===== src/rtl/alu_op_pkg.sv =====
// Shared opcode encoding, command layout and reference ALU model for the
// ALU operation issuer and its bench.
package alu_op_pkg;

    typedef enum logic [1:0] {
        OP_AND = 2'b00,
        OP_OR  = 2'b01,
        OP_SUB = 2'b10,
        OP_ADD = 2'b11
    } alu_op_e;

    localparam int CMD_DATA_W = 4;

    typedef struct packed {
        alu_op_e                code;
        logic [CMD_DATA_W-1:0]  a;
        logic [CMD_DATA_W-1:0]  b;
    } alu_cmd_t;

    // Computed at 32 bits; callers mask to their operand width, which gives
    // the mod 2^W wrap for SUB/ADD without reporting carry or borrow.
    function automatic logic [31:0] alu_ref(input logic [1:0]  code,
                                            input logic [31:0] a,
                                            input logic [31:0] b);
        logic [31:0] r;
        case (code)
            OP_AND:  r = a & b;
            OP_OR:   r = a | b;
            OP_SUB:  r = a - b;
            default: r = a + b;
        endcase
        return r;
    endfunction

endpackage


===== src/rtl/alu_cmd_fifo.sv =====
// Synchronous command FIFO; push is refused when full even if a pop occurs
// on the same edge, so ready depends only on the registered occupancy.
module alu_cmd_fifo #(
    parameter int W     = 10,
    parameter int DEPTH = 4
) (
    input  logic                     clk,
    input  logic                     rst_n,
    input  logic                     push_i,
    input  logic [W-1:0]             data_i,
    input  logic                     pop_i,
    output logic [W-1:0]             head_o,
    output logic [$clog2(DEPTH):0]   count_o,
    output logic                     full_o,
    output logic                     empty_o
);

    localparam int AW = $clog2(DEPTH);

    logic [W-1:0]  mem_q [DEPTH];
    logic [AW-1:0] wr_ptr_q, rd_ptr_q;
    logic [AW:0]   count_q;
    logic          push_en, pop_en;

    assign full_o  = (count_q == (AW+1)'(DEPTH));
    assign empty_o = (count_q == '0);
    assign push_en = push_i && !full_o;
    assign pop_en  = pop_i && !empty_o;
    assign head_o  = mem_q[rd_ptr_q];
    assign count_o = count_q;

    always_ff @(posedge clk) begin
        if (push_en) begin
            mem_q[wr_ptr_q] <= data_i;
        end
    end

    always_ff @(posedge clk or negedge rst_n) begin
        if (!rst_n) begin
            wr_ptr_q <= '0;
            rd_ptr_q <= '0;
            count_q  <= '0;
        end else begin
            if (push_en) begin
                wr_ptr_q <= wr_ptr_q + 1'b1;
            end
            if (pop_en) begin
                rd_ptr_q <= rd_ptr_q + 1'b1;
            end
            case ({push_en, pop_en})
                2'b10:   count_q <= count_q + 1'b1;
                2'b01:   count_q <= count_q - 1'b1;
                default: count_q <= count_q;
            endcase
        end
    end

endmodule


===== src/rtl/alu_op_issuer.sv =====
// Issues buffered commands to a combinational ALU one at a time, returns each
// sampled result on a valid/ready channel and flags disagreement with alu_ref.
module alu_op_issuer
    import alu_op_pkg::*;
#(
    parameter int DATA_W     = 4,
    parameter int FIFO_DEPTH = 4
) (
    input  logic                          clk,
    input  logic                          rst_n,
    // Both channels: a transfer happens on an edge where valid && ready;
    // the sender holds its payload stable while valid && !ready.
    input  logic                          cmd_valid_i,
    output logic                          cmd_ready_o,
    input  logic [1:0]                    cmd_code_i,
    input  logic [DATA_W-1:0]             cmd_a_i,
    input  logic [DATA_W-1:0]             cmd_b_i,
    output logic [1:0]                    alu_code_o,
    output logic [DATA_W-1:0]             alu_a_o,
    output logic [DATA_W-1:0]             alu_b_o,
    input  logic [DATA_W-1:0]             alu_c_i,
    output logic                          rsp_valid_o,
    input  logic                          rsp_ready_i,
    output logic [1:0]                    rsp_code_o,
    output logic [DATA_W-1:0]             rsp_c_o,
    output logic                          rsp_err_o,
    output logic                          err_sticky_o,
    output logic [7:0]                    mismatch_cnt_o,
    output logic [7:0]                    op_cnt_o,
    output logic [1:0]                    state_o,
    output logic [$clog2(FIFO_DEPTH):0]   fifo_count_o
);

    localparam logic [1:0] ST_IDLE  = 2'd0;
    localparam logic [1:0] ST_DRIVE = 2'd1;
    localparam logic [1:0] ST_RESP  = 2'd2;

    localparam int          CMD_W  = 2 + 2 * DATA_W;
    localparam logic [31:0] C_MASK = 32'((64'd1 << DATA_W) - 64'd1);

    logic [1:0]        state_q, state_d;
    logic [1:0]        alu_code_q;
    logic [DATA_W-1:0] alu_a_q, alu_b_q;
    logic [1:0]        rsp_code_q;
    logic [DATA_W-1:0] rsp_c_q;
    logic              rsp_err_q, err_sticky_q;
    logic [7:0]        mismatch_cnt_q, op_cnt_q;

    logic              fifo_full, fifo_empty, pop;
    logic [CMD_W-1:0]  fifo_head;
    logic [31:0]       ref_c;
    logic              mismatch, rsp_fire;

    alu_cmd_fifo #(
        .W     (CMD_W),
        .DEPTH (FIFO_DEPTH)
    ) u_fifo (
        .clk     (clk),
        .rst_n   (rst_n),
        .push_i  (cmd_valid_i),
        .data_i  ({cmd_code_i, cmd_a_i, cmd_b_i}),
        .pop_i   (pop),
        .head_o  (fifo_head),
        .count_o (fifo_count_o),
        .full_o  (fifo_full),
        .empty_o (fifo_empty)
    );

    assign rsp_fire = (state_q == ST_RESP) && rsp_ready_i;

    always_comb begin
        state_d = state_q;
        pop     = 1'b0;
        case (state_q)
            ST_IDLE: begin
                if (!fifo_empty) begin
                    pop     = 1'b1;
                    state_d = ST_DRIVE;
                end
            end
            ST_DRIVE: state_d = ST_RESP;
            ST_RESP: begin
                if (rsp_ready_i) begin
                    if (!fifo_empty) begin
                        pop     = 1'b1;
                        state_d = ST_DRIVE;
                    end else begin
                        state_d = ST_IDLE;
                    end
                end
            end
            default: state_d = ST_IDLE;
        endcase
    end

    // The alu_* registers have been stable for the whole DRIVE cycle, so the
    // reference is evaluated on the same operands the external ALU saw.
    assign ref_c    = alu_ref(alu_code_q, 32'(alu_a_q), 32'(alu_b_q)) & C_MASK;
    assign mismatch = (32'(alu_c_i) != ref_c);

    always_ff @(posedge clk or negedge rst_n) begin
        if (!rst_n) begin
            state_q        <= ST_IDLE;
            alu_code_q     <= '0;
            alu_a_q        <= '0;
            alu_b_q        <= '0;
            rsp_code_q     <= '0;
            rsp_c_q        <= '0;
            rsp_err_q      <= 1'b0;
            err_sticky_q   <= 1'b0;
            mismatch_cnt_q <= '0;
            op_cnt_q       <= '0;
        end else begin
            state_q <= state_d;
            if (pop) begin
                {alu_code_q, alu_a_q, alu_b_q} <= fifo_head;
            end
            if (state_q == ST_DRIVE) begin
                rsp_c_q    <= alu_c_i;
                rsp_code_q <= alu_code_q;
                rsp_err_q  <= mismatch;
                if (mismatch) begin
                    err_sticky_q <= 1'b1;
                    if (mismatch_cnt_q != 8'hFF) begin
                        mismatch_cnt_q <= mismatch_cnt_q + 8'd1;
                    end
                end
            end
            if (rsp_fire) begin
                op_cnt_q <= op_cnt_q + 8'd1;
            end
        end
    end

    assign cmd_ready_o    = !fifo_full;
    assign alu_code_o     = alu_code_q;
    assign alu_a_o        = alu_a_q;
    assign alu_b_o        = alu_b_q;
    assign rsp_valid_o    = (state_q == ST_RESP);
    assign rsp_code_o     = rsp_code_q;
    assign rsp_c_o        = rsp_c_q;
    assign rsp_err_o      = rsp_err_q;
    assign err_sticky_o   = err_sticky_q;
    assign mismatch_cnt_o = mismatch_cnt_q;
    assign op_cnt_o       = op_cnt_q;
    assign state_o        = state_q;

endmodule


===== config.mk =====
export PLATFORM = sky130hd
export DESIGN_NAME = alu_op_issuer
export DESIGN_NICKNAME = d
export VERILOG_FILES = /design/src/rtl/alu_op_pkg.sv /design/src/rtl/alu_cmd_fifo.sv /design/src/rtl/alu_op_issuer.sv
export SDC_FILE = /design/constraint.sdc
export NUM_CORES = 1
export LEC_CHECK = 0
export ABC_AREA = 1
export CORE_ASPECT_RATIO = 0.6
export CORE_MARGIN = 2
export CORE_UTILIZATION = 50
export CTS_BUF_LIST = sky130_fd_sc_hd__clkbuf_8
export DETAILED_ROUTE_END_ITERATION = 7
export PLACE_DENSITY = 0.78
export SKIP_CTS_REPAIR_TIMING = 1
export SYNTH_ARGS = -nofsm -noshare
export SYNTH_HDL_FRONTEND = slang
export SYNTH_SLANG_ARGS = --single-unit

===== constraint.sdc =====
create_clock -name clk -period 2.2 [get_ports clk]
set_input_delay 0.22 -clock clk [delete_from_list [all_inputs] [get_ports clk]]
set_output_delay 0.22 -clock clk [all_outputs]
set_load 0.01 [all_outputs]

# Yosys cells after proc, flatten, opt, wreduce, memory -nomap -nowiden
# Memory sizes are Yosys's and may differ from the RTL's. A register that Yosys moved wholly into a read port is not among the register bits.
# Cells that the tools add are included.
# word_totals
regBits,33
ramBits,40
inputBits,18
output_inout_bits,41
word_cells,56
n_memories,1
# op_classes
addsub,8
n_eq_ne,11
mux,11
bitwise,2
n_reduce_logical,13
# mem_list
memory,depth,word_bits,read_ports,rd_clocked_by_memory_dff,write_ports,line,source
u_fifo.mem_q,4,10,1,1,1,alu_cmd_fifo.sv:20,logic [W-1:0] mem_q [DEPTH];
# op_table
op,count
"adder 8 x 1 -> 8 bit, second input constant",2
case mux 4 bit (3 select lines),1
"inequality test 8 bit, second input constant",1
"== test 2 x 1 -> 1 bit, second input constant",3
"== test 2 bit, second input constant",3
case mux 2 bit (3 select lines),1
case mux 3 bit (2 select lines),1
two-way mux 1 bit,5
"adder 2 x 1 -> 2 bit, second input constant",2
adder 4 bit,1
AND 4 bit,1
zero test 2 bit,2
two-way mux 2 bit,2
inequality test 4 bit,1
bitwise OR 4 bit,1
AND reduction 2 bit,2
subtractor 4 bit,1
"adder 3 x 1 -> 3 bit, second input constant",1
"== test 3 bit, second input constant",1
logical AND 1 bit,3
zero test 1 bit,3
zero test 3 bit,1
AND reduction 3 bit,1
"subtractor 3 x 1 -> 3 bit, second input constant",1
other kinds (4),4

# Logic depth before layout (Yosys ltp)
# Gate-level depths: netlist of run 1.
# depth
word_depth,7
ltp_mapped,18
depth_no_buf,18

# Cells and area by module
# From an unflattened synthesis of run 1, not the netlist that was laid out.
# hier_totals
cells_unflattened,411
hier_area_um2,4022.6
# by_module_without_submodules
module,instances,cells_per_inst,area_per_inst_um2,seq_area_each_um2
alu_cmd_fifo,1,178,2095.8,1376.3
alu_op_issuer,1,233,1926.8,900.9

# Least setup slack after synthesis of run 1
# OpenSTA, ideal clock, no wires.
# synth_path
path_type,register to register
from,"register alu_b_q[0] (netlist: alu_b_o[0]), read port of u_fifo.mem_q"
to,register mismatch_cnt_q[2] (netlist: mismatch_cnt_o[2])
setup_time_ns,0.119
arrival_time_ns,2.200
setup_slack_ns,-0.118
path_stages_with_launch,14
path_buffers,0
cell_sequence,dfrtp_1 > inv_1 > ha_1 > nand2_1 > o21ai_0 > fa_1 > nand2_1 > nand3_1 > xor2_1 > nor2_2 > nand3_4 > nand3_4 > nand2_1 > nand2_1
# synth_via
elab_chain_len,4
# synth_lines
element,line,source
"start, declared",alu_op_issuer.sv:43,"logic [DATA_W-1:0] alu_a_q, alu_b_q;"
adder 4 bit (tied with other cells),alu_op_pkg.sv:30,default: r = a + b;
case mux 4 bit (3 select lines) *,alu_op_pkg.sv:26,case (code)
inequality test 4 bit *,alu_op_issuer.sv:99,assign mismatch = (32'(alu_c_i) != ref_c);
AND reduction 3 bit (no line) *,--,
"end signal, assigned",alu_op_issuer.sv:125,mismatch_cnt_q <= mismatch_cnt_q + 8'd1;
"end, declared",alu_op_issuer.sv:47,"logic [7:0] mismatch_cnt_q, op_cnt_q;"
# Every way passes the cells marked *; elsewhere a longest branch is shown, timed or not.
# A chain may end at the register's enable or synchronous reset.

# Worst setup path in the final report of run 1
# layout_path
from,"register alu_b_q[0] (netlist: alu_b_o[0]), read port of u_fifo.mem_q"
to,register mismatch_cnt_q[6] (netlist: mismatch_cnt_o[6])
# The elaborated chain is that of the path after synthesis.

==> results of run 1 <==
[where the power goes]
part           leakage [nW]  internal, mW  switching (mW)  total, mW
clock network         0.103         0.634           0.550       1.18
registers             0.898          2.13           0.386       2.52
logic                  1.12          1.68            2.17       3.86
[cells by family after synthesis]
family / count (synthesis) / synth area share
adders and majority gates: 15 / 0.05327
and+or+nand+nor: 144 / 0.1661
xor gates and xnor gates: 20 / 0.04604
DFF: 83 / 0.5985
buffers and inverters: 54 / 0.05524
AOI/OAI and AO/OA: 57 / 0.08089
[placed cells by master (no fill, tap or decap), drive strengths merged]
cell	n
clkinv	4
nor2	36
clkbuf	9
bufinv	2
nor3	2
ha	13
edfxtp	40
nand3	22
clkinvlp	2
clkdlybuf4s50	57
buf	22
a21oi	3
xnor2	7
nand4	11
o21ai	42
inv	43
o22ai	10
nand2	74
fa	2
dlygate4sd3	1
dfrtp	43
xor2	13
a211oi	2
[area by class of cell]
type                    count  share of cell area
clock buffers               9             0.02487
clock inverters             7             0.01859
inverters                  44             0.03316
multi-input cells         237              0.2906
flip-flops and latches     83              0.4574
well taps                 104             0.02612
repair buffers             80              0.1492
[worst register-to-register path: stages (launching register included)]
cell	delay [ns]
dfrtp_2	0.42
inv_2	0.08
ha_4	0.19
nand2_2	0.08
o21ai_4	0.07
fa_2	0.55
nand2_1	0.06
nand3_2	0.08
xor2_2	0.17
nor2_4	0.07
nand3_4	0.12
nand3_4	0.16
nand2_2	0.12
nand2_2	0.05
[per-stage QoR]
| stage | util | std cells |
|---|---|---|
| global route | 0.6798 | 564 |
| detailed placement | 0.6301 | 545 |
| finish | 0.6798 | 564 |
| global placement | 0.6301 | 545 |
| floorplan | - | 373 |
| CTS | 0.6597 | 561 |
[cell usage after synthesis, drive strengths merged]
library cell  instances  area share
dfrtp                43        0.28
a211oi                2      0.0053
clkbuf                9      0.0089
clkinv                1     0.00099
xnor2                 7       0.016
a21oi                 3      0.0039
o21ai                42       0.055
nor3                  2      0.0026
nand3                21       0.034
buf                   1      0.0030
inv                  43       0.042
edfxtp               40        0.32
o22ai                10       0.016
xor2                 13       0.030
nor2                 36       0.038
nand4                11       0.018
fa                    2       0.011
ha                   13       0.043
nand2                74       0.073
[how the worst min path moves through the flow]
stage / slack (ns) / to / cells after the start
after global routing: 0.47 / u_fifo.mem_q[3][0] / 1
final: 0.44 / alu_a_o[1] / 2
after CTS: -0.09 / mismatch_cnt_o[6] / 1
after detailed placement: 0.31 / alu_a_o[0] / 1
after floorplan: -0.08 / alu_a_o[0] / 0
after global placement: 0.30 / alu_a_o[0] / 1
[state kept, by name (all words and copies together) (netlist names)]
register,flops
rsp_c_o,4
alu_b_o,4
op_cnt_o,8
alu_code_o,2
rsp_code_o,2
alu_a_o,4
err_sticky_o,1
u_fifo.mem_q,40
u_fifo.count_o,3
mismatch_cnt_o,8
u_fifo.rd_ptr_q,2
rsp_err_o,1
u_fifo.wr_ptr_q,2
state_o,2
[layer usage]
metal	GRT usage	routed length, um	up-vias
met5	0	0	-
met4	0.05490	122	0
met3	0.07445	421	12
met2	0.3404	3978	71
met1	0.2999	4061	1421
li1	-	-	1410
==> results.md, run 1 <==
- CTS buffer count: 9
- Core ar.: 7327 um^2
- Final GP Congestion: 0.8782
- Via count: 2914
- Pin count of the biggest net entering global routing: 32
- Initial DRC count: 165
- Setup Skew: 0.01305 ns
- Worst slew pin tran: 0.6983 ns
- CP Launch Type: flip-flop
- Syn nets: 406
- Register area: 2278 um^2
- Reg2reg path depth: 13
- Initial Util: 0.5193
- Buf+Inv Stages, Crit Path: 1
- Worst-Skew Late Latency: 0.36 ns
- Min Clock Period, post-route: 2.308 ns
- Syn avg cell area: 10.20 um^2
- Seq/Total Area, Yosys: 0.5985
- RSZ-0062 raised after global routing: true
- Total Wirelength: 8.584 mm
- Critical Path AT: 2.57 ns
- Worst Setup SP: alu_b_o[0]
- Most common cell on crit path: nand2_2
- Tot Pwr: 7.557 mW
- Wire per inst: 15.22 um
- Setup TNS: -0.8324 ns
- Fin crit share: 1.049
- Pleak: 2.119 nW
- DRC Markers: 0
- Ant diodes: 0
- Share of layout cells above drive strength 1: 0.1717
- Slew Viols, Final: 0
- Die area: 8346 um^2
- Number of cells on the critical path: 13
- Clock buffer depth: 2
- Fin nets: 488
- Worst Path Class, Setup: flip-flop to flip-flop
- Die X-Extent: 116.6 um
- CP peak stage delay: 0.55 ns
- Cell Chain, Critical Path: inv_2, ha_4, nand2_2, o21ai_4, fa_2, nand2_1, nand3_2, xor2_2, nor2_4, nand3_4, nand3_4, nand2_2, nand2_2
- Post-Synthesis Cells: 373
- Largest vdd supply drop: 0.7995 mV
- Crit Path Max Fanout: 8
- RR Endpoint: mismatch_cnt_o[6]
- Pwr Density: 1517 nW/um^2
- HPWL Detailed: 6.110 mm
- Grt ovf: 0
- Fmax achieved: 433.3 MHz
- Post-Place Cell Area: 4617 um^2
- First-pass GRT wire length: 13.65 mm
- Setup Viol. Count Final: 10
- Synth Warn #: 0
- Yosys cell types: 24
- Relative slew slack: 0.5345
- CP top delay family: simple AND/OR/NAND/NOR gates
- Post-placement worst setup slack: -0.1309 ns
- IO Pins: 59
- Failing checks: setup timing
- R2R setup slack: -0.11 ns
- Hold_ws: 0.4378 ns
- Layout fillers: 579
- I/O Buffers: 58
- Crit-path slowest cell: fa_2
- Worst setup margin: -0.1078 ns
- # H-tree levels: 3
- Flops & latches, synth: 83
- Sink Count: 83
- GRT Overall Usage: 0.2185
- Post-route cell area: 4981 um^2
- Reg clk slew, reported paths: 0.09 ns
- Worst hold path type: input pin to async pin
- CTS tree: done
- ANT nets after route: 0
- Synth Cell Area: 3805 um^2
- Worst setup EP type: flip-flop
- Area of the multi-input gates: 1448 um^2
- Worst R2R Start: alu_b_o[0]
- 1st-pass router iterations: 4
- Initial antenna violation count: 0
- Placement Rows: 24
- Status: complete, but fails checks
- Worst Setup EP: mismatch_cnt_o[6]
- Vias in the first global route: 2917
- Avg Vias per Cell: 5.167
- Hold Vio Cnt, Final: 0
- Critical Path RT: 2.46 ns
- Die height: 71.57 um
- Root Buffer: clkbuf_8
- Max-cap violations: 0
- Area growth, synth to finish: 30.91%
Power figures use the tool's default switching activity.
==> run 2, diff against run 1 <==
Settings changed: ABC_AREA 1 to unset.
==> run 2 against run 1 <==
Compared with the run above:
- the flow still finishes with violations (setup timing)
- global-route usage is 2.8 points lower
- utilization increased by 1.7 points
- via count down 19%
- clock power is 13% lower
- total power is 9.0% higher
- combinational power up 21%
- hold slack got worse by 0.12 ns
- sequential share of layout area decreased by 0.51 points
- die area is 2.0% lower
- final cell count fell by 18%
- synthesized cell count is 31% lower
- register-to-register slack got worse by 0.82 ns
==> results.md, run 2 <==
- Status: complete, but fails checks (unchanged)
- Failing checks: setup timing (unchanged)
- Inst Count DP: 439 (was 545)
- Share of layout cells above drive strength 1: 0.2618 (was 0.1717)
- Grt ovf: 0 (unchanged)
- Cell with the most instances after synthesis: dfrtp_1 (was nand2_1)
- Largest register FFs: 40 (unchanged)
- Worst setup EP type: flip-flop (unchanged)
- Finished Layout Cells: 463 (was 564)
- Critical Path AT: 3.36 ns (was 2.57 ns)
- Post-synth top cells: 43 x dfrtp_1, 40 x edfxtp_1, 16 x nand2_1 (was 74 x nand2_1, 43 x dfrtp_1, 41 x inv_1)
- Tot Pwr: 8.239 mW (was 7.557 mW)
- Post-synth EDFFs: 40 (unchanged)
- Area of the multi-input gates: 1554 um^2 (was 1448 um^2)
- CP peak stage delay: 0.41 ns (was 0.55 ns)
- CP Launch Type: flip-flop (unchanged)
- Pin count of the biggest net entering global routing: 18 (was 32)
- Layout fillers: 497 (was 579)
- I/O Buffers: 58 (unchanged)
- Slew Viols, Final: 0 (unchanged)
- Die X-Extent: 115.4 um (was 116.6 um)
- RR Endpoint: mismatch_cnt_o[6] (unchanged)
- Synth area leaders: edfxtp_1 32%, dfrtp_1 29%, mux4_2 6.0% (was edfxtp_1 32%, dfrtp_1 28%, nand2_1 7.3%)
- Die height: 70.87 um (was 71.57 um)
- Crit Path Max Fanout: 7 (was 8)
- Flops & latches, synth: 83 (unchanged)
- Register area: 2280 um^2 (was 2278 um^2)
- Final GP Congestion: 0.8369 (was 0.8782)
- Crit-path slowest cell: dfrtp_2 (was fa_2)
- Synth Area in Compound Gates: 0.03291 (was 0.08089)
- IO Pins: 59 (unchanged)
- Initial Util: 0.5149 (was 0.5193)
- Worst setup margin: -0.9262 ns (was -0.1078 ns)
- Setup Skew: 0.008759 ns (was 0.01305 ns)
- Reg clk slew, reported paths: 0.08 ns (was 0.09 ns)
- Critical Path RT: 2.43 ns (was 2.46 ns)
- CTS buffer count: 9 (unchanged)
- Placement Rows: 24 (unchanged)
- GRT Overall Usage: 0.1901 (was 0.2185)
- Min Clock Period, post-route: 3.126 ns (was 2.308 ns)
- DRC Markers: 0 (unchanged)
- Most common cell after layout, fill and taps aside: clkdlybuf4s50_1 (was nand2_1)
- Cell Chain, Critical Path: inv_2, ha_4, mux2_4, inv_4, ha_4, nand2_4, o21ai_4, mux2i_2, o22ai_2, nor4_4, nor3_4, buf_12, nor3b_2, mux2_4 (was inv_2, ha_4, nand2_2, o21ai_4, fa_2, nand2_1, nand3_2, xor2_2, nor2_4, nand3_4, nand3_4, nand2_2, nand2_2)
- Synth Area in XOR/XNOR: 0.05876 (was 0.04604)
- Post-synthesis mux area share: 0.1148 (was 0)
- Hold Vio Cnt, Final: 0 (unchanged)
- Largest family of logic cells by synthesized area: multiplexers (was simple AND/OR/NAND/NOR gates)
- 1st-pass router iterations: 4 (unchanged)
- ANT nets after route: 0 (unchanged)
- Fmax achieved: 319.9 MHz (was 433.3 MHz)
- Yosys top cell area share: 0.3224 (was 0.3157)
- Clock buffer depth: 2 (unchanged)
- Synth Cell Area: 3726 um^2 (was 3805 um^2)
- R2R setup slack: -0.93 ns (was -0.11 ns)
- Post-Synth Simple-Gate Area: 0.1075 (was 0.1661)
- Worst R2R Start: alu_b_o[0] (unchanged)
- Reg2reg path depth: 14 (was 13)
- Worst slew pin tran: 0.5393 ns (was 0.6983 ns)
- Setup Viol. Count Final: 10 (unchanged)
- Area leader, netlist: edfxtp_1 (unchanged)
- Seq/Total Area, Yosys: 0.6111 (was 0.5985)
- HPWL Detailed: 5.242 mm (was 6.110 mm)
- Syn avg cell area: 14.39 um^2 (was 10.20 um^2)
- CTS tree: done (unchanged)
- Ant diodes: 0 (unchanged)
- First-pass GRT wire length: 11.69 mm (was 13.65 mm)
- Initial DRC count: 146 (was 165)
- Avg Vias per Cell: 5.117 (was 5.167)
- Via count: 2369 (was 2914)
- Worst Setup SP: alu_b_o[0] (unchanged)
- Wire per inst: 16.91 um (was 15.22 um)
- RSZ-0062 raised after global routing: true (unchanged)
- Largest vdd supply drop: 0.7486 mV (was 0.7995 mV)
- Syn nets: 292 (was 406)
- Post-Synthesis Cells: 259 (was 373)
- Die area: 8182 um^2 (was 8346 um^2)
- Worst hold path type: input pin to async pin (unchanged)
- Area growth, synth to finish: 35.26% (was 30.91%)
- Final core occ: 0.6964 (was 0.6798)
- Sink Count: 83 (unchanged)
- Root Buffer: clkbuf_8 (unchanged)
- Total Wirelength: 7.828 mm (was 8.584 mm)
- Yosys cell types: 43 (was 24)
- Core ar.: 7237 um^2 (was 7327 um^2)
- Ys async rst share: 0.5181 (unchanged)
- Fin nets: 387 (was 488)
- Vias in the first global route: 2339 (was 2917)
- Largest Register: u_fifo.mem_q (unchanged)
- Relative slew slack: 0.6405 (was 0.5345)
- Synth Warn #: 0 (unchanged)
- Most frequent cells in the layout: 57 x clkdlybuf4s50_1, 41 x dfrtp_1, 40 x edfxtp_1, 30 x buf_4, 15 x nand2_1 (was 58 x nand2_1, 57 x clkdlybuf4s50_1, 42 x dfrtp_1, 40 x edfxtp_1, 38 x inv_1)
- Initial antenna violation count: 0 (unchanged)
- Pwr Density: 1635 nW/um^2 (was 1517 nW/um^2)
- Worst Setup EP: mismatch_cnt_o[6] (unchanged)
- Max-cap violations: 0 (unchanged)
- Fin crit share: 1.421 (was 1.049)
- Pleak: 1.990 nW (was 2.119 nW)
- # H-tree levels: 3 (unchanged)
- Worst Path Class, Setup: flip-flop to flip-flop (unchanged)
- Adder-Cell Fraction of Synth Area: 0.05440 (was 0.05327)
- Worst-Skew Late Latency: 0.35 ns (was 0.36 ns)
- Synth Flop Type: dfrtp_1 (unchanged)
==> run 2: cell count changes in the layout (fill, tap and decap cells not counted), sizes merged, moves of 9 or more <==
cell | previous run | this run
nand2 | 74 | 16
o21ai | 42 | 8
nor2 | 36 | 7
inv | 43 | 15
nand3 | 22 | 6
mux2 | 0 | 15
buf | 22 | 33
mux4 | 0 | 10
and3 | 0 | 9
nand4 | 11 | 2
o22ai | 10 | 1
==> run 2: layout make-up <==
type,instances,share of cell area
Inverter,13,0.01018
Clock buffer,9,0.02458
Tap cell,104,0.02582
Clock inverter,7,0.01167
Timing Repair Buffer,91,0.1671
Sequential cell,83,0.4523
Multi-Input combinational cell,156,0.3083
==> run 2: kinds of logic after synthesis <==
kind of cell / Yosys count
flops: 83
simple gates: 68
mux: 28
xor+xnor: 25
compound gates: 20
buf+inv: 20
fa+ha+maj: 15
==> run 2: worst min path at each step <==
stage,from,to,slack [ns]
3_3_place_gp,rst_n,mismatch_cnt_o[5],0.16
5_1_grt,rst_n,rsp_err_o,0.35
3_5_place_dp,rst_n,mismatch_cnt_o[5],0.17
2_1_floorplan,rst_n,alu_a_o[0],-0.08
6_report,rst_n,mismatch_cnt_o[3],0.32
4_1_cts,rst_n,mismatch_cnt_o[3],-0.21
==> run 2: per-stage QoR <==
stage	setup slack (ns)	hold WS [ns]	cell area [um^2]	TNS, ns
6_report	-0.9262	0.3219	5040	-8.257
3_5_place_dp	-0.7833	0.1733	4628	-7.171
2_1_floorplan	-0.7825	-0.07559	3776	-6.729
4_1_cts	-0.8078	-0.2117	4811	-7.435
3_3_place_gp	-0.6786	0.1638	4628	-6.283
5_1_grt	-1.023	0.3461	5040	-9.395
==> run 2: critical path, delay by kind of cell (launching register included) <==
family                   cells  cell delay (ns)
multiplexers                 3             0.92
AND/OR/NAND/NOR              4             0.72
buffers and inverters        3             0.30
adder cells (fa/ha/maj)      2             0.32
flip-flops                   1             0.41
AO/OA/AOI/OAI                2             0.33
==> run 2: per-layer routing <==
layer / track usage / share of wire / wire length (um) / vias up
met3: 0.05398 / 0.051 / 399 / 10
li1: - / - / - / 1128
met4: 0.05756 / 0.012 / 93 / 0
met1: 0.2824 / 0.48 / 3745 / 1160
met5: 0 / 0 / 0 / -
met2: 0.2762 / 0.46 / 3591 / 71
==> run 2: where the power goes <==
group | switching [mW] | internal, mW | leakage [nW]
registers | 0.399 | 2.16 | 0.878
logic | 2.17 | 2.49 | 1.02
clock network | 0.517 | 0.511 | 0.0973
==> run 3, diff against run 2 <==
Settings changed: CAP_MARGIN set to 0, GPL_ROUTABILITY_DRIVEN set to 1, SYNTH_HIERARCHICAL set to 1.
==> run 3 against run 2 <==
Compared with the run above:
- the run still ends with setup timing left
- highest routed layer unchanged
- final cell count grew 1.5%
- fmax shrank 0.83%
- synthesized area grew 2.1%
- die area grew 2.0%
==> results.md, run 3 <==
- Status: complete, but fails checks (unchanged)
- Failing checks: setup timing (unchanged)
- DRC Markers: 0 (unchanged)
- Sink Count: 83 (unchanged)
- Fin crit share: 1.433 (was 1.421)
- Min Clock Period, post-route: 3.152 ns (was 3.126 ns)
- CP Launch Type: flip-flop (unchanged)
- Largest register FFs: 40 (unchanged)
- Top Metal Used: met4 (unchanged)
- Initial DRC count: 163 (was 146)
- Vias in the first global route: 2457 (was 2339)
- Die X-Extent: 116.6 um (was 115.4 um)
- Syn avg cell area: 14.36 um^2 (was 14.39 um^2)
- Slew Viols, Final: 0 (unchanged)
- Largest Register: u_fifo/mem_q (was u_fifo.mem_q)
- Die height: 71.57 um (was 70.87 um)
- Fmax achieved: 317.2 MHz (was 319.9 MHz)
- Pleak: 2.019 nW (was 1.990 nW)
- Max-cap violations: 0 (unchanged)
- Worst Path Class, Setup: flip-flop to flip-flop (unchanged)
- Most frequent cells in the layout: 57 x clkdlybuf4s50_1, 40 x dfrtp_1, 40 x edfxtp_1, 33 x buf_4, 14 x xor2_1 (was 57 x clkdlybuf4s50_1, 41 x dfrtp_1, 40 x edfxtp_1, 30 x buf_4, 15 x nand2_1)
- Relative slew slack: 0.5177 (was 0.6405)
- Worst R2R Start: alu_b_o[1] (was alu_b_o[0])
- Synth Cell Area: 3805 um^2 (was 3726 um^2)
- Pin count of the biggest net entering global routing: 29 (was 18)
- Clock buffer depth: 2 (unchanged)
- Post-placement worst setup slack: -1.006 ns (was -0.7833 ns)
- # H-tree levels: 3 (unchanged)
- Pwr Density: 1621 nW/um^2 (was 1635 nW/um^2)
- Worst hold path type: input pin to async pin (unchanged)
- I/O Buffers: 58 (unchanged)
- Synth Flop Type: dfrtp_1 (unchanged)
- Final GP Congestion: 0.7932 (was 0.8369)
- Yosys top cell area share: 0.3157 (was 0.3224)
- Reg clk slew, reported paths: 0.08 ns (about the same)
- RSZ-0062 raised after global routing: true (unchanged)
- Wire per inst: 17.19 um (was 16.91 um)
- Syn nets: 298 (was 292)
- Post-synth EDFFs: 40 (unchanged)
- Setup Viol. Count Final: 10 (unchanged)
- Critical Path RT: 2.45 ns (was 2.43 ns)
- Post-synth top cells: 43 x dfrtp_1, 40 x edfxtp_1, 14 x inv_1, 14 x mux2_2, 14 x xor2_1 (was 43 x dfrtp_1, 40 x edfxtp_1, 16 x nand2_1)
- Fin nets: 394 (was 387)
- Total Wirelength: 8.078 mm (was 7.828 mm)
- Cell with the most instances after synthesis: dfrtp_1 (unchanged)
- Synth area leaders: edfxtp_1 32%, dfrtp_1 28%, mux4_2 5.9% (was edfxtp_1 32%, dfrtp_1 29%, mux4_2 6.0%)
- Yosys cell types: 47 (was 43)
- Share of layout cells above drive strength 1: 0.3060 (was 0.2618)
- Hold Vio Cnt, Final: 0 (unchanged)
- Flops & latches, synth: 83 (unchanged)
- CTS buffer count: 9 (unchanged)
- Largest vdd supply drop: 0.6935 mV (was 0.7486 mV)
- Worst Setup SP: alu_b_o[1] (was alu_b_o[0])
- Worst-Skew Late Latency: 0.36 ns (was 0.35 ns)
- Root Buffer: clkbuf_8 (unchanged)
- Initial Util: 0.5193 (was 0.5149)
- Placement Rows: 24 (unchanged)
- Avg Vias per Cell: 5.281 (was 5.117)
- Crit Path Max Fanout: 5 (was 7)
- Grt ovf: 0 (unchanged)
- GRT Overall Usage: 0.2081 (was 0.1901)
- CTS tree: done (unchanged)
- Met2 WL: 3.671 mm (was 3.591 mm)
- 1st-pass router iterations: 4 (unchanged)
- Area growth, synth to finish: 33.64% (was 35.26%)
- Worst slew pin tran: 0.7235 ns (was 0.5393 ns)
- Ys async rst share: 0.5181 (unchanged)
- R2R setup slack: -0.95 ns (was -0.93 ns)
- Core ar.: 7327 um^2 (was 7237 um^2)
- WL met1: 3.899 mm (was 3.745 mm)
- Reg2reg path depth: 14 (unchanged)
- IO Pins: 59 (unchanged)
- Worst setup margin: -0.9525 ns (was -0.9262 ns)
- Post-Synthesis Cells: 265 (was 259)
- Setup Skew: 0.007107 ns (was 0.008759 ns)
- Area leader, netlist: edfxtp_1 (unchanged)
- Ant diodes: 0 (unchanged)
- Final core occ: 0.6940 (was 0.6964)
- Worst setup EP type: flip-flop (unchanged)
- Die area: 8346 um^2 (was 8182 um^2)
- Met3 routed WL: 385 um (was 399 um)
- Seq/Total Area, Yosys: 0.5985 (was 0.6111)
- Via count: 2482 (was 2369)
- Initial antenna violation count: 0 (unchanged)
- Synth Warn #: 6 (was 0)
- HPWL Detailed: 5.693 mm (was 5.242 mm)
- Most common cell after layout, fill and taps aside: clkdlybuf4s50_1 (unchanged)
- Tot Pwr: 8.244 mW (was 8.239 mW)
- First-pass GRT wire length: 12.64 mm (was 11.69 mm)
- Critical Path AT: 3.40 ns (was 3.36 ns)
- ANT nets after route: 0 (unchanged)
-- run 3: cell count changes in the layout (fill, tap and decap cells not counted), sizes merged, moves of 3 or more --
cell / previous run / this run
buf: 33 / 36
nor2: 7 / 10
nor4: 4 / 0
and2: 2 / 5
and3: 9 / 4
nand2: 16 / 13
-- run 3: layout make-up --
type | instances | area (um^2)
Tap cell | 104 | 130.1
Timing Repair Buffer | 94 | 855.8
Clock inverter | 7 | 60.06
Clock buffer | 9 | 123.9
Fill cell | 542 | 2242
Multi-Input combinational cell | 159 | 1582
Inverter | 14 | 52.55
Sequential cell | 83 | 2281
-- run 3: logic make-up (layout without fill, tap and decap cells) --
family,after synthesis,after routing,share of synthesized area
flip-flops,83,83,0.5985
AND/OR/NAND/NOR,68,68,0.1079
multiplexers,29,29,0.1167
XOR/XNOR,24,24,0.05524
AO/OA/AOI/OAI,23,23,0.04341
buffers and inverters,23,124,0.02499
adder cells (fa/ha/maj),15,15,0.05327
-- run 3: worst max-delay path: stages (launching register included) --
cell,delay (ns)
dfrtp_1,0.40
inv_2,0.09
ha_4,0.20
mux2_4,0.29
inv_2,0.07
ha_4,0.19
nand3b_1,0.15
nand2_1,0.10
o211ai_1,0.11
o2111ai_2,0.14
or3_4,0.42
a2111oi_4,0.31
buf_6,0.18
nor3b_4,0.05
mux2_4,0.33
-- run 3: per-layer routing --
layer	vias up	track usage
met5	-	0
met4	0	0.07320
met3	13	0.06091
met2	68	0.3120
met1	1255	0.2952
li1	1146	-
-- run 3: power breakdown --
group	total, mW	leakage (nW)	internal, mW	switching (mW)
logic	4.51	1.04	2.51	2.00
registers	2.69	0.874	2.17	0.514
clock network	1.05	0.0992	0.511	0.537
total	8.24	2.02	5.19	3.05
-- run 3: path summary, 6_finish.rpt --
path | end
setup / recovery | mismatch_cnt_o[1]
hold / removal | alu_b_o[3]
setup reg to reg | mismatch_cnt_o[1]
hold reg to reg | op_cnt_o[7]
max in group asynchronous | rsp_c_o[1]
min in group clk | op_cnt_o[7]
-- run 3: stage by stage --
step,setup TNS [ns],instance area [um^2],std cells,hold slack (ns)
after floorplan,-8.696,3897,265,-0.07559
after global placement,-8.113,4751,447,0.2780
after detailed placement,-9.410,4751,447,0.2825
after CTS,-9.552,4935,463,-0.1125
after global routing,-10.42,5085,470,0.4738
final,-8.979,5085,470,0.4119
